### config.mk
export PLATFORM = sky130hd
export DESIGN_NAME = prll_bus_rr_sched
export DESIGN_NICKNAME = d
export VERILOG_FILES = /design/src/rtl/prll_bus_rr_sched.sv
export SDC_FILE = /design/constraint.sdc
export NUM_CORES = 1
export LEC_CHECK = 0
export ABC_AREA = 1
export BUFFER_PORTS_ARGS = -buffer_cell sky130_fd_sc_hd__buf_2
export CAP_MARGIN = 25
export CORE_MARGIN = 3
export CORE_UTILIZATION = 55
export DETAILED_ROUTE_END_ITERATION = 12
export PLACE_DENSITY_LB_ADDON = 0.15
export SLEW_MARGIN = 20
export SYNTH_ARGS = -nofsm -noshare
export SYNTH_HDL_FRONTEND = slang
export SYNTH_SLANG_ARGS = --single-unit
export TNS_END_PERCENT = 1
### constraint.sdc
create_clock -name clk -period 4.11 [get_ports clk]
set_clock_uncertainty 0.2 [all_clocks]
set_input_delay 0.411 -clock clk [delete_from_list [all_inputs] [get_ports clk]]
set_output_delay 0.411 -clock clk [all_outputs]
set_load 0.03 [all_outputs]
### src/rtl/prll_bus_rr_sched.sv
// +------------------------------------------------------------------------+
// | Module : prll_bus_rr_sched                                             |
// | Brief  : round-robin owner scheduler for the shared mbc/spi/uart bus,  |
// |          with per-tenure beat limit and idle timeout                   |
// | Rev    : 1.0  initial release                                          |
// +------------------------------------------------------------------------+
`default_nettype none

module prll_bus_rr_sched #(
  parameter int DRVRS      = 3,
  parameter int MAX_BEATS  = 4,
  parameter int TMO_CYCLES = 16,
  localparam int ID_W      = (DRVRS > 1) ? $clog2(DRVRS) : 1
) (
  input  logic             clk,
  input  logic             reset,
  input  logic [DRVRS-1:0] req,
  input  logic             wrt,
  output logic [DRVRS-1:0] gnt,
  output logic [ID_W-1:0]  gnt_id,
  output logic             bs_bsy,
  output logic             trn_chng,
  output logic             tmo_err,
  output logic [ID_W-1:0]  tmo_id
);

  localparam int BEAT_W = $clog2(MAX_BEATS + 1);
  localparam int IDLE_W = $clog2(TMO_CYCLES + 1);
  localparam int SUM_W  = ID_W + 1;

  localparam logic [BEAT_W-1:0] c_beat_last = BEAT_W'(MAX_BEATS - 1);
  localparam logic [IDLE_W-1:0] c_idle_last = IDLE_W'(TMO_CYCLES - 1);
  localparam logic [SUM_W-1:0]  c_drvrs     = SUM_W'(DRVRS);

  typedef enum logic [1:0] {
    S_IDLE = 2'd0,
    S_OWN  = 2'd1,
    S_RLS  = 2'd2
  } state_t;

  state_t              r_state;
  logic [ID_W-1:0]     r_ptr;
  logic [BEAT_W-1:0]   r_beat_cnt;
  logic [IDLE_W-1:0]   r_idle_cnt;
  logic [DRVRS-1:0]    r_gnt;
  logic [ID_W-1:0]     r_gnt_id;
  logic                r_trn_chng;
  logic                r_tmo_err;
  logic [ID_W-1:0]     r_tmo_id;

  logic [ID_W-1:0]     w_win;
  logic                w_any;
  logic [SUM_W-1:0]    w_sum;
  logic [ID_W-1:0]     w_cand;
  logic                w_rel_req;
  logic                w_rel_beat;
  logic                w_rel_tmo;

  // Scan from farthest to nearest so the requester closest after r_ptr wins.
  always_comb begin
    w_win  = '0;
    w_any  = 1'b0;
    w_sum  = '0;
    w_cand = '0;
    for (int k = DRVRS; k >= 1; k--) begin
      w_sum = {1'b0, r_ptr} + SUM_W'(k);
      if (w_sum >= c_drvrs) begin
        w_sum = w_sum - c_drvrs;
      end
      w_cand = w_sum[ID_W-1:0];
      if (req[w_cand]) begin
        w_any = 1'b1;
        w_win = w_cand;
      end
    end
  end

  assign w_rel_req  = ~req[r_gnt_id];
  assign w_rel_beat = wrt & (r_beat_cnt == c_beat_last);
  assign w_rel_tmo  = ~wrt & (r_idle_cnt == c_idle_last);

  always_ff @(posedge clk or negedge reset) begin
    if (!reset) begin
      r_state    <= S_IDLE;
      r_ptr      <= ID_W'(DRVRS - 1);
      r_beat_cnt <= '0;
      r_idle_cnt <= '0;
      r_gnt      <= '0;
      r_gnt_id   <= '0;
      r_trn_chng <= 1'b0;
      r_tmo_err  <= 1'b0;
      r_tmo_id   <= '0;
    end else begin
      r_trn_chng <= 1'b0;
      r_tmo_err  <= 1'b0;
      case (r_state)
        S_IDLE, S_RLS: begin
          if (w_any) begin
            r_state    <= S_OWN;
            r_gnt      <= DRVRS'(1) << w_win;
            r_gnt_id   <= w_win;
            r_ptr      <= w_win;
            r_beat_cnt <= '0;
            r_idle_cnt <= '0;
            r_trn_chng <= 1'b1;
          end else begin
            r_state <= S_IDLE;
          end
        end
        S_OWN: begin
          if (w_rel_req || w_rel_beat || w_rel_tmo) begin
            r_state <= S_RLS;
            r_gnt   <= '0;
            // A dropped request is a normal release even on the timeout cycle.
            if (w_rel_tmo && !w_rel_req) begin
              r_tmo_err <= 1'b1;
              r_tmo_id  <= r_gnt_id;
            end
          end else if (wrt) begin
            r_beat_cnt <= r_beat_cnt + BEAT_W'(1);
            r_idle_cnt <= '0;
          end else begin
            r_idle_cnt <= r_idle_cnt + IDLE_W'(1);
          end
        end
        default: begin
          r_state <= S_IDLE;
          r_gnt   <= '0;
        end
      endcase
    end
  end

  assign gnt      = r_gnt;
  assign gnt_id   = r_gnt_id;
  assign bs_bsy   = |r_gnt;
  assign trn_chng = r_trn_chng;
  assign tmo_err  = r_tmo_err;
  assign tmo_id   = r_tmo_id;

endmodule

`default_nettype wire

# Yosys cells after proc, flatten, opt, wreduce, memory -nomap -nowiden
# Index checks and enable logic that the tools add are counted.
dict set report op_classes {
  order_cmp 7
  shifts 1
  n_addsub 8
  bitwise_logic 4
  n_reduce_logical 12
  n_eq_ne 8
  muxes 36
}
# cell count
set ops {}
lappend ops {{$mux W3} 5}
lappend ops {{$mux W5} 3}
lappend ops {{$mux W2} 7}
lappend ops {{$mux W1} 13}
lappend ops {{$lt A2 B3 Y1 const B} 4}
lappend ops {{$pmux W3 S2} 2}
lappend ops {{$pmux W5 S2} 1}
lappend ops {{$ge A3 B2 Y1 const B} 3}
lappend ops {{$bmux W1 S2} 4}
lappend ops {{$ne A2 B2 Y1 const B} 4}
lappend ops {{$add A2 B2 Y3 const B} 2}
lappend ops {{$reduce_and A3 Y1} 2}
lappend ops {{$sub A2 B2 Y2 const B} 3}
lappend ops {{$add A5 B1 Y5 const B} 1}
lappend ops {{$eq A5 B4 Y1 const B} 1}
lappend ops {{$pmux W2 S2} 1}
lappend ops {{$reduce_and A2 Y1} 2}
lappend ops {{$reduce_and A4 Y1} 1}
lappend ops {{$add A2 B1 Y3 const B} 1}
lappend ops {{$add A3 B1 Y3 const B} 1}
lappend ops {{$eq A3 B2 Y1 const B} 1}
lappend ops {{$reduce_or A3 Y1} 1}
lappend ops {{$shl A1 B2 Y3 const A} 1}
lappend ops {{$and A1 B1 Y1} 2}
lappend ops {{other kinds (8)} 10}
dict set report totals {
  output_inout_bits 10
  regBits 21
  wordCells 85
}

# Depth between registers and ports, before layout
# Gate-level depths: netlist of the first run.
dict set report depth {
  ltp_word 11
  depth_mapped 14
  depth_no_buf 12
}

# Least setup slack after synthesis of the first run
# Ideal clock, no wire load.
dict set report synth_timing {
  kind {reg2reg}
  from {register r_ptr[0]}
  to {register r_idle_cnt[2]}
  path_stages_with_launch 15
  path_buffers 3
  period_less_slack_ps 2160
  path_slack_ps 1950
  setup_time_ps 74
  arrival_time_ps 1886
  cell_sequence {dfrtp_1 clkbuf_2 inv_1 ha_1 buf_2 inv_2 nand2_1 nand3_1 nand2_1 nor2_2 nand3_2 nand2_2 buf_6 nand2_2 o21ai_2}
}
dict set report synth_via {
  elab_chain_cells 10
  word_cells_on_any_way 23
  classes_between {add/sub: 6; order compare: 3; eq/ne: 1; mux: 12; reduce/logical: 1}
}
# item line_no
set synth_lines {}
lappend synth_lines {{start, declared} 42} ;# logic [ID_W-1:0] r_ptr;
lappend synth_lines {{start signal, assigned} 85} ;# r_ptr <= ID_W'(DRVRS - 1);
lappend synth_lines {{start signal, assigned} 102} ;# r_ptr <= w_win;
lappend synth_lines {{$add A2 B2 Y3} 66} ;# w_sum = {1'b0, r_ptr} + SUM_W'(k);
lappend synth_lines {{$ge A3 B2 Y1 / $sub A2 B2 Y2 (equally long branches)} {67, 68}}
lappend synth_lines {{$mux W2} 67} ;# if (w_sum >= c_drvrs) begin
lappend synth_lines {{$bmux W1 S2} 71} ;# if (req[w_cand]) begin
lappend synth_lines {{$mux W1 (not written as such)} 71}
lappend synth_lines {{$mux W1 (2 in series)} 71}
lappend synth_lines {{$mux W1 (*)} 71}
lappend synth_lines {{$ne A2 B2 Y1 (no line) (*)} n/a}
lappend synth_lines {{$reduce_and A3 Y1 (no line) (*)} n/a}
lappend synth_lines {{end signal, assigned} 123} ;# r_idle_cnt <= r_idle_cnt + IDLE_W'(1);
lappend synth_lines {{end, declared} 44} ;# logic [IDLE_W-1:0] r_idle_cnt;
# Every way passes the cells marked *; elsewhere a longest branch is shown, timed or not. The select of a mux whose other input is x is not followed.
# A chain may end at the register's enable or synchronous reset.

# Worst setup path in the final report of the first run
dict set report layout_timing {
  from {register r_ptr[0]}
  to {register r_idle_cnt[3]}
}
# Same word-level chain as after synthesis.

==> results of run 1 <==
## cell families after synthesis
| logic type | after synthesis |
|---|---|
| compound gates | 14 |
| xor+xnor | 1 |
| fa+ha+maj | 7 |
| buf+inv | 26 |
| flops | 20 |
| simple gates | 86 |
## sequential cells by signal, indices dropped and copies added, names as in the netlist
signal      cells
gnt             3
gnt_id          1
r_beat_cnt      3
r_idle_cnt      5
r_ptr           2
r_state         2
tmo_err         1
tmo_id          2
trn_chng        1
## routing by layer
metal	track usage	wire (µm)	vias up	share of wire
met4	0.08511	24	0	0.010
met1	0.2518	1127	459	0.47
met5	0	0	-	0
li1	-	-	508	-
met2	0.3223	1128	27	0.47
met3	0.04225	101	4	0.042
## final cells by class
cell class	count	area [µm²]
repair buffers	16	85.08
flip-flops and latches	20	501.7
clock buffers	3	22.52
well taps	27	33.78
fillers	170	670.6
multi-input cells	108	599.3
inverters	21	78.83
clock inverters	1	30.03
## through the flow
step / area, µm² / setup WS [ns] / total power [mW] / hold WS (ns)
2_1_floorplan: 1220 / 1.950 / 0.7746 / -0.08459
3_3_place_gp: 1289 / 1.831 / 0.8352 / 0.1694
3_5_place_dp: 1289 / 1.728 / 0.8510 / 0.1831
4_1_cts: 1351 / 1.685 / 1.018 / 0.2472
5_1_grt: 1351 / 1.475 / 1.107 / 0.2618
6_report: 1351 / 1.682 / 1.016 / 0.2537
## worst paths after layout
check                      cells past startpoint                      start                   endpoint  slack [ns]
setup / recovery                              11       r_ptr[0]$_DFFE_PN0P_  r_idle_cnt[3]$_DFFE_PN0P_        1.68
hold / removal                                 4                        wrt  r_idle_cnt[1]$_DFFE_PN0P_        0.25
setup reg to reg                              11       r_ptr[0]$_DFFE_PN0P_  r_idle_cnt[3]$_DFFE_PN0P_        1.68
hold reg to reg                                2  r_beat_cnt[2]$_DFFE_PN0P_  r_beat_cnt[2]$_DFFE_PN0P_        0.29
max in group asynchronous                      2                      reset       r_ptr[1]$_DFFE_PN1P_        3.02
min in group asynchronous                      2                      reset         gnt[2]$_DFFE_PN0P_        0.36
## power groups by stage
stage	registers, mW	clock network (mW)	logic [mW]
2_1_floorplan	0.321	0	0.453
3_3_place_gp	0.294	0	0.541
3_5_place_dp	0.297	0	0.554
4_1_cts	0.293	0.165	0.560
5_1_grt	0.299	0.173	0.635
6_report	0.293	0.162	0.561
## critical path, cell delays in order (launching register included)
cell and delay (ns):
dfrtp_1 0.50, inv_1 0.15, ha_1 0.44, inv_2 0.11
nand2_1 0.06, nand3_1 0.08, nand2_1 0.09, nor2_2 0.15
nand3_2 0.14, nand2_2 0.28, nand2_1 0.11, o21ai_2 0.06
## cell usage after synthesis (2+ instances only)
| master | count | area (µm²) |
|---|---|---|
| o21ai_2 | 5 | 43.79 |
| inv_2 | 4 | 15.01 |
| o21ai_0 | 5 | 25.02 |
| nand3_1 | 8 | 40.04 |
| nor2_1 | 7 | 26.28 |
| buf_6 | 2 | 22.52 |
| ha_1 | 7 | 87.58 |
| dfrtp_1 | 19 | 475.5 |
| nand4_1 | 6 | 37.54 |
| a21oi_1 | 3 | 15.01 |
| nand2_1 | 48 | 180.2 |
| nand2_2 | 7 | 43.79 |
| inv_1 | 17 | 63.81 |
| or2_2 | 3 | 18.77 |
==> flow_metrics.tcl, run 1 <==
set metrics [dict create \
    synthMuxAreaShare 0 \
    instances_no_fill 196 \
    wire_per_inst_um 12.15 \
    viasPerCell 5.092 \
    fmax_ghz 0.4119 \
    ys_ff_latch 20 \
    most-common-layout-cells "48 x nand2_1, 19 x dfrtp_1, 17 x inv_1, 15 x buf_2, 8 x nand3_1" \
    tns_ns 0 \
    clock_path_buffers 2 \
    io_pins 16 \
    p_clk_frac 0.159 \
    grt_max_degree 21 \
    synthXorXnorAreaFrac 0.007179 \
    post-route-min-period_ns 2.428 \
    ant_nets 0 \
    die_height_um 53.10 \
    final_core_util 0.6683 \
    cts-resized-gates 0 \
    grt_first_pass_wirelength_um 4036 \
    globalplace.congestion 0.9121 \
    finalHoldViolations 0 \
    antenna_found_initial 0 \
    ctsHoldBuffers 1 \
    drc 0 \
    combPwrFrac 0.552 \
    yosys_warnings 0 \
    synth_compound_area_frac 0.07282 \
    maxSlewViolCount 0 \
    sw_frac_of_total 0.4892 \
    synth.cell_area_um2 1220 \
    fin_nets 183 \
    ir_drop_mv 0.4431 \
    p_leak_nw 0.7460 \
    relSlewSlack 0.7162 \
    vias 998 \
    die_width_um 53.10 \
    grt_pass1_vias 966 \
    max_cap_violations 0 \
    powerDensity_nw_per_um2 752.2 \
    clk_latency_ns 0.30 \
    dp.cells 191 \
    cts.clk_slew.worst_paths_ns 0.12 \
    synth.distinct_cells 27 \
    initial_core_util 0.6033 \
    cts_num_sinks 20 \
    synth_area_per_cell_um2 7.922 \
    end_kind "register" \
    outcome "finished clean" \
    crit_fanout 11 \
    diodes 0 \
    drtIter0Drc 15 \
    layout_commonest_cell "nand2_1" \
    cts_tree "yes" \
    dp.final_hpwl_um 1810 \
    synth-edff-count 0 \
    cts-htree-levels 1 \
    die_area_um2 2819 \
    synthAdderAreaFrac 0.07179 \
    seqPwrFrac 0.289 \
    grt-ovfl-total 0 \
    async_flop_share 1.000 \
    root_buffer "clkbuf_4" \
    synth.yosys.seq_area_share 0.4113 \
    p_sw_mw 0.4973 \
    rows 16 \
    synthSimpleGateAreaFrac 0.3395 \
    area_growth_syn_to_layout_pct 10.77 \
    drive_gt1_frac 0.2544 \
    path_class "reg2reg" \
    intPower_mw 0.5192 \
    worst-slew-pin-transition_ns 0.4256 \
    dr.pass1.iters 4 \
    required_ns 4.15 \
    core_area_um2 2022 \
    startpoint_type "register" \
    syn-num-nets 167 \
    numCtsBuffers 3 \
    synth_ff_type "dfrtp_1" \
    rsz0062_at_grt "no" \
    numPortBuffers 15 \
    routed_wl_um 2381 \
    setup_viol 0 \
    period_share 0.5907 \
    arrival_ns 2.47 \
    syn_inst 154 \
    grt.total_usage 0.1982 \
    synth_top_family_by_area "simple AND/OR/NAND/NOR gates" \
    cts_setup_buffers 0 \
    hold_class "in2reg" \
]
(Power assumes the default switching activity.)
==> run 2: changes to the inputs <==
==> constraint.sdc (replaced) <==
create_clock -name clk -period 2.54 [get_ports clk]
set_clock_uncertainty 0.2 [all_clocks]
set_input_delay 0.254 -clock clk [delete_from_list [all_inputs] [get_ports clk]]
set_output_delay 0.254 -clock clk [all_outputs]
set_load 0.03 [all_outputs]
==> run 2 against run 1 <==
Via count grew 2.4%; cell count up 0.51%; register-to-register slack got worse by 1.4 ns; maximum frequency up 6.0%; hold slack got worse by 0.16 ns; critical endpoint unchanged; largest cell class unchanged.
==> flow_metrics.tcl, run 2 (synthesized netlist as in run 1, its figures left out) <==
set metrics [dict create \
    grt_pass1_vias 954 \
    vias 1022 \
    r2r-end "r_idle_cnt[3]$_DFFE_PN0P_" \
    antenna_found_initial 0 \
    globalplace.congestion 0.8900 \
    cts-htree-levels 1 \
    powerDensity_nw_per_um2 1226 \
    finalHoldViolations 0 \
    setup_slack_ns 0.2487 \
    required_ns 2.59 \
    p_sw_mw 0.8170 \
    highest_layer "met4" \
    wl_met1_um 1056 \
    combPwrFrac 0.564 \
    grt-ovfl-total 0 \
    slowest_delay_ns 0.55 \
    cts_tree "yes" \
    largest_register_ffs 5 \
    dp.final_hpwl_um 1748 \
    grt.total_usage 0.2077 \
    relSlewSlack 0.7101 \
    drtIter0Drc 14 \
    hold_class "in2reg" \
    fin_nets 184 \
    crit_chain "inv_1 -> ha_1 -> inv_2 -> nand2_1 -> nand3_1 -> nand2_1 -> nor2_2 -> nand3_2 -> nand2_4 -> nand2_1 -> o21ai_2" \
    root_buffer "clkbuf_4" \
    ant_nets 0 \
    die_area_um2 2819 \
    rrSetupSlack_ns 0.25 \
    intPower_mw 0.8546 \
    setup_viol 0 \
    numPortBuffers 15 \
    fmax_ghz 0.4364 \
    grt_first_pass_wirelength_um 4140 \
    p_leak_nw 0.7527 \
    wire_per_inst_um 12.22 \
    die_width_um 53.10 \
    routed_wl_um 2407 \
    path_class "reg2reg" \
    grt_max_degree 21 \
    final_core_util 0.6745 \
    drive_gt1_frac 0.2588 \
    n_fill_cell 166 \
    crit_top_cell "nand2_1" \
    r2r_start "r_ptr[1]$_DFFE_PN1P_" \
    dp_worst_setup_slack_ns 0.2049 \
    initial_core_util 0.6033 \
    startpoint_type "register" \
    top_register "r_idle_cnt" \
    rsz0062_at_grt "no" \
    p_clk_frac 0.159 \
    cts.clk_slew.worst_paths_ns 0.12 \
    io_pins 16 \
    numCtsBuffers 3 \
    setup.worst_path.end "r_idle_cnt[3]$_DFFE_PN0P_" \
    viasPerCell 5.188 \
    worst-slew-pin-transition_ns 0.4349 \
    post-route-min-period_ns 2.291 \
    drc 0 \
    outcome "finished clean" \
    seqPwrFrac 0.277 \
    dr_wl_met3_um 157 \
    layout_commonest_cell "nand2_1" \
    tns_ns 0 \
    period_share 0.9021 \
    crit_fanout 11 \
    rows 16 \
    die_height_um 53.10 \
    cts_setup_buffers 0 \
    routed-wl-met2_um 1123 \
    area_growth_syn_to_layout_pct 11.80 \
    r2r_cells 11 \
    max_cap_violations 0 \
    maxSlewViolCount 0 \
    dr.pass1.iters 4 \
    diodes 0 \
    core_area_um2 2022 \
    clock_path_buffers 2 \
    end_kind "register" \
    sw_frac_of_total 0.4887 \
    critical_path.slowest_cell "dfstp_2" \
    clk_latency_ns 0.32 \
    ir_drop_mv 0.7516 \
    arrival_ns 2.34 \
    worstSetupStartpoint "r_ptr[1]$_DFFE_PN1P_" \
    cts_num_sinks 20 \
    most-common-layout-cells "48 x nand2_1, 19 x dfrtp_1, 17 x inv_1, 15 x buf_2, 8 x nand3_1" \
]
## run 2: changes by cell type in the layout (fill, tap and decap cells not counted)
cell	delta
nand2_2	-1
nand2_4	+1
buf_4	+1
## run 2: worst min path at each step
stage,from,end,depth (start not counted)
after floorplan,reset,gnt[0]$_DFFE_PN0P_,0
after global placement,reset,gnt[1]$_DFFE_PN0P_,1
after detailed placement,reset,r_ptr[0]$_DFFE_PN0P_,1
after CTS,wrt,r_idle_cnt[1]$_DFFE_PN0P_,4
after global routing,wrt,r_idle_cnt[3]$_DFFE_PN0P_,4
final,wrt,r_idle_cnt[1]$_DFFE_PN0P_,4
## run 2: stage by stage
step | area [µm²] | hold WS (ns) | instances | power (mW)
2_1_floorplan | 1220 | -0.2416 | 154 | 1.253
3_3_place_gp | 1296 | 0.01503 | 192 | 1.357
3_5_place_dp | 1296 | 0.03112 | 192 | 1.383
4_1_cts | 1359 | 0.07778 | 197 | 1.669
5_1_grt | 1364 | 0.09251 | 197 | 1.829
6_report | 1364 | 0.09265 | 197 | 1.672
## run 2: worst max-delay path: cells and delay by family, from the launching register on
family | cells | cell delay [ns]
compound gates | 1 | 0.06
buf+inv | 2 | 0.17
simple gates | 7 | 0.84
fa+ha+maj | 1 | 0.40
flops | 1 | 0.55
## run 2: layout make-up
class / instances / area, µm² / share of cell area
Tap cell: 27 / 33.78 / 0.02477
Clock buffer: 3 / 22.52 / 0.01651
Timing Repair Buffer: 17 / 92.59 / 0.06789
Sequential cell: 20 / 501.7 / 0.3679
Inverter: 21 / 78.83 / 0.05780
Clock inverter: 1 / 30.03 / 0.02202
Multi-Input combinational cell: 108 / 604.3 / 0.4431
## run 2: power by group through the flow
stage,clock network (mW),registers (mW),logic [mW]
2_1_floorplan,0,0.520,0.733
3_3_place_gp,0,0.465,0.892
3_5_place_dp,0,0.469,0.915
4_1_cts,0.275,0.464,0.931
5_1_grt,0.288,0.474,1.07
6_report,0.266,0.463,0.943
## run 2: layer usage
metal | track usage | vias up
li1 | - | 514
met1 | 0.2518 | 460
met2 | 0.3409 | 39
met3 | 0.03662 | 9
met4 | 0.1234 | 0
met5 | 0 | -
## run 2: what timing repair did
item	4_1_cts	5_1_grt
hold endpoints to repair	20	0
hold buffers	1	0
resized for setup	0	1
endpoints found under the setup margin	0	1
==> run 3: changes to the inputs <==
--- a/config.mk
+++ b/config.mk
@@ -9,7 +9,7 @@
 export BUFFER_PORTS_ARGS = -buffer_cell sky130_fd_sc_hd__buf_2
 export CAP_MARGIN = 25
 export CORE_MARGIN = 3
-export CORE_UTILIZATION = 55
+export CORE_UTILIZATION = 50
 export DETAILED_ROUTE_END_ITERATION = 12
 export PLACE_DENSITY_LB_ADDON = 0.15
 export SLEW_MARGIN = 20
==> run 3 against run 2 <==
Utilization decreased by 6.9 points; register-to-register slack about the same; sequential power about the same; critical path depth unchanged; combinational power about the same; global-route usage decreased by 3.8 points; cell count increased by 0.51%; critical path type unchanged.
==> flow_metrics.tcl, run 3 (synthesized netlist as in run 1, its figures left out) <==
set metrics [dict create \
    powerDensity_nw_per_um2 1217 \
    rows 17 \
    post-route-min-period_ns 2.282 \
    r2r_cells 11 \
    sw_frac_of_total 0.4858 \
    crit_chain "inv_1 -> ha_1 -> inv_2 -> nand2_1 -> nand3_1 -> nand2_1 -> nor2_2 -> nand3_2 -> nand2_4 -> nand2_1 -> o21ai_2" \
    globalplace.congestion 0.8048 \
    finalHoldViolations 0 \
    required_ns 2.57 \
    fmax_ghz 0.4383 \
    grt.total_usage 0.1702 \
    hold_class "in2reg" \
    largest_register_ffs 5 \
    die_width_um 55.40 \
    core_area_um2 2255 \
    ir_drop_mv 0.6268 \
    cts_setup_buffers 0 \
    n_fill_cell 211 \
    p_leak_nw 0.7527 \
    grt_pass1_vias 989 \
    cts_tree "yes" \
    arrival_ns 2.32 \
    crit_top_cell "nand2_1" \
    critical_path.slowest_cell "dfstp_2" \
    setup_slack_ns 0.2582 \
    cts.clk_slew.worst_paths_ns 0.12 \
    drive_gt1_frac 0.2588 \
    fin_nets 184 \
    final_core_util 0.6054 \
    p_clk_frac 0.157 \
    max_cap_violations 0 \
    die_height_um 55.40 \
    io_pins 16 \
    worst_hold_startpoint "wrt" \
    antenna_found_initial 0 \
    r2r-end "r_idle_cnt[3]$_DFFE_PN0P_" \
    end_kind "register" \
    initial_core_util 0.5411 \
    hold_depth 4 \
    drtIter0Drc 10 \
    grt_first_pass_wirelength_um 4215 \
    dr.pass1.iters 4 \
    path_class "reg2reg" \
    setup_viol 0 \
    cts-htree-levels 1 \
    cpLargestDelayFamily "simple AND/OR/NAND/NOR gates" \
    startpoint_type "register" \
    dp_worst_setup_slack_ns 0.2174 \
    holdWs_ns 0.1053 \
    cts_num_sinks 20 \
    seqPwrFrac 0.277 \
    drc 0 \
    die_area_um2 3069 \
    top_register "r_idle_cnt" \
    outcome "finished clean" \
    clock_path_buffers 2 \
    clk_latency_ns 0.30 \
    relSlewSlack 0.7026 \
    slowest_delay_ns 0.55 \
    intPower_mw 0.8545 \
    diodes 0 \
    numCtsBuffers 3 \
    routed_wl_um 2330 \
    worst-slew-pin-transition_ns 0.4461 \
    dp.final_hpwl_um 1816 \
    grt_max_degree 21 \
    ant_nets 0 \
    area_growth_syn_to_layout_pct 11.90 \
    layout_commonest_cell "nand2_1" \
    wire_per_inst_um 11.77 \
    maxSlewViolCount 0 \
    combPwrFrac 0.566 \
    rsz0062_at_grt "no" \
    root_buffer "clkbuf_4" \
    min_to "r_idle_cnt[1]$_DFFE_PN0P_" \
    numPortBuffers 15 \
    r2r_start "r_ptr[1]$_DFFE_PN1P_" \
    viasPerCell 5.152 \
    crit_fanout 11 \
    p_sw_mw 0.8072 \
    grt-ovfl-total 0 \
    period_share 0.8983 \
    crit_buf_inv 2 \
    vias 1020 \
    most-common-layout-cells "48 x nand2_1, 19 x dfrtp_1, 17 x inv_1, 15 x buf_2, 8 x nand3_1" \
    rrSetupSlack_ns 0.26 \
    power_mw 1.662 \
    tns_ns 0 \
]
run 3: cell counts in the layout (fill, tap and decap cells not counted):
No cell type changed its count.
run 3: repair_timing:
| action | in CTS | in global routing |
|---|---|---|
| hold endpoints to repair | 19 | 0 |
| endpoints found under the setup margin | 0 | 3 |
| gates resized for setup | 0 | 1 |
| hold buffers | 1 | 0 |
run 3: power by group through the flow:
stage          clock (mW)  sequential, mW  combinational (mW)
2_1_floorplan           0           0.520               0.733
3_3_place_gp            0           0.463               0.899
3_5_place_dp            0           0.468               0.927
4_1_cts             0.268           0.462               0.929
5_1_grt             0.286           0.475                1.06
6_report            0.260           0.461               0.941
run 3: worst reg2reg max path: stages (launching register included):
cell	delay [ns]
dfstp_2	0.55
inv_1	0.06
ha_1	0.39
inv_2	0.11
nand2_1	0.07
nand3_1	0.09
nand2_1	0.11
nor2_2	0.15
nand3_2	0.15
nand2_4	0.20
nand2_1	0.09
o21ai_2	0.06
run 3: routing by layer:
metal,vias up,share of wire,global-route usage
met3,2,0.043,0.03037
li1,513,-,-
met1,473,0.44,0.2070
met2,32,0.51,0.2939
met5,-,0,0
met4,0,0.0073,0.06944
run 3: stage by stage:
| stage | instance area [µm²] | cells |
|---|---|---|
| 6_report | 1365 | 198 |
| 2_1_floorplan | 1220 | 154 |
| 5_1_grt | 1365 | 198 |
| 4_1_cts | 1360 | 198 |
| 3_5_place_dp | 1297 | 193 |
| 3_3_place_gp | 1297 | 193 |
run 3: final cells by class:
| class | instances | area [µm²] | share of cell area |
|---|---|---|---|
| repair buffers | 17 | 92.59 | 0.06783 |
| inverters | 21 | 78.83 | 0.05775 |
| clock buffers | 3 | 22.52 | 0.01650 |
| multi-input cells | 108 | 604.3 | 0.4427 |
| clock inverters | 1 | 30.03 | 0.02200 |
| flip-flops and latches | 20 | 501.7 | 0.3676 |
| well taps | 28 | 35.03 | 0.02566 |
run 3: worst max-delay path by stage:
stage	endpoint	slack, ns	from	cells after the start
floorplan	r_idle_cnt[2]$_DFFE_PN0P_	0.38	r_ptr[0]$_DFFE_PN0P_	14
global placement	r_idle_cnt[3]$_DFFE_PN0P_	0.31	r_ptr[1]$_DFFE_PN1P_	11
detailed placement	r_idle_cnt[3]$_DFFE_PN0P_	0.22	r_ptr[1]$_DFFE_PN1P_	11
CTS	r_idle_cnt[3]$_DFFE_PN0P_	0.17	r_ptr[1]$_DFFE_PN1P_	11
global route	r_ptr[1]$_DFFE_PN1P_	0.03	r_ptr[1]$_DFFE_PN1P_	11
finish	r_idle_cnt[3]$_DFFE_PN0P_	0.26	r_ptr[1]$_DFFE_PN1P_	11
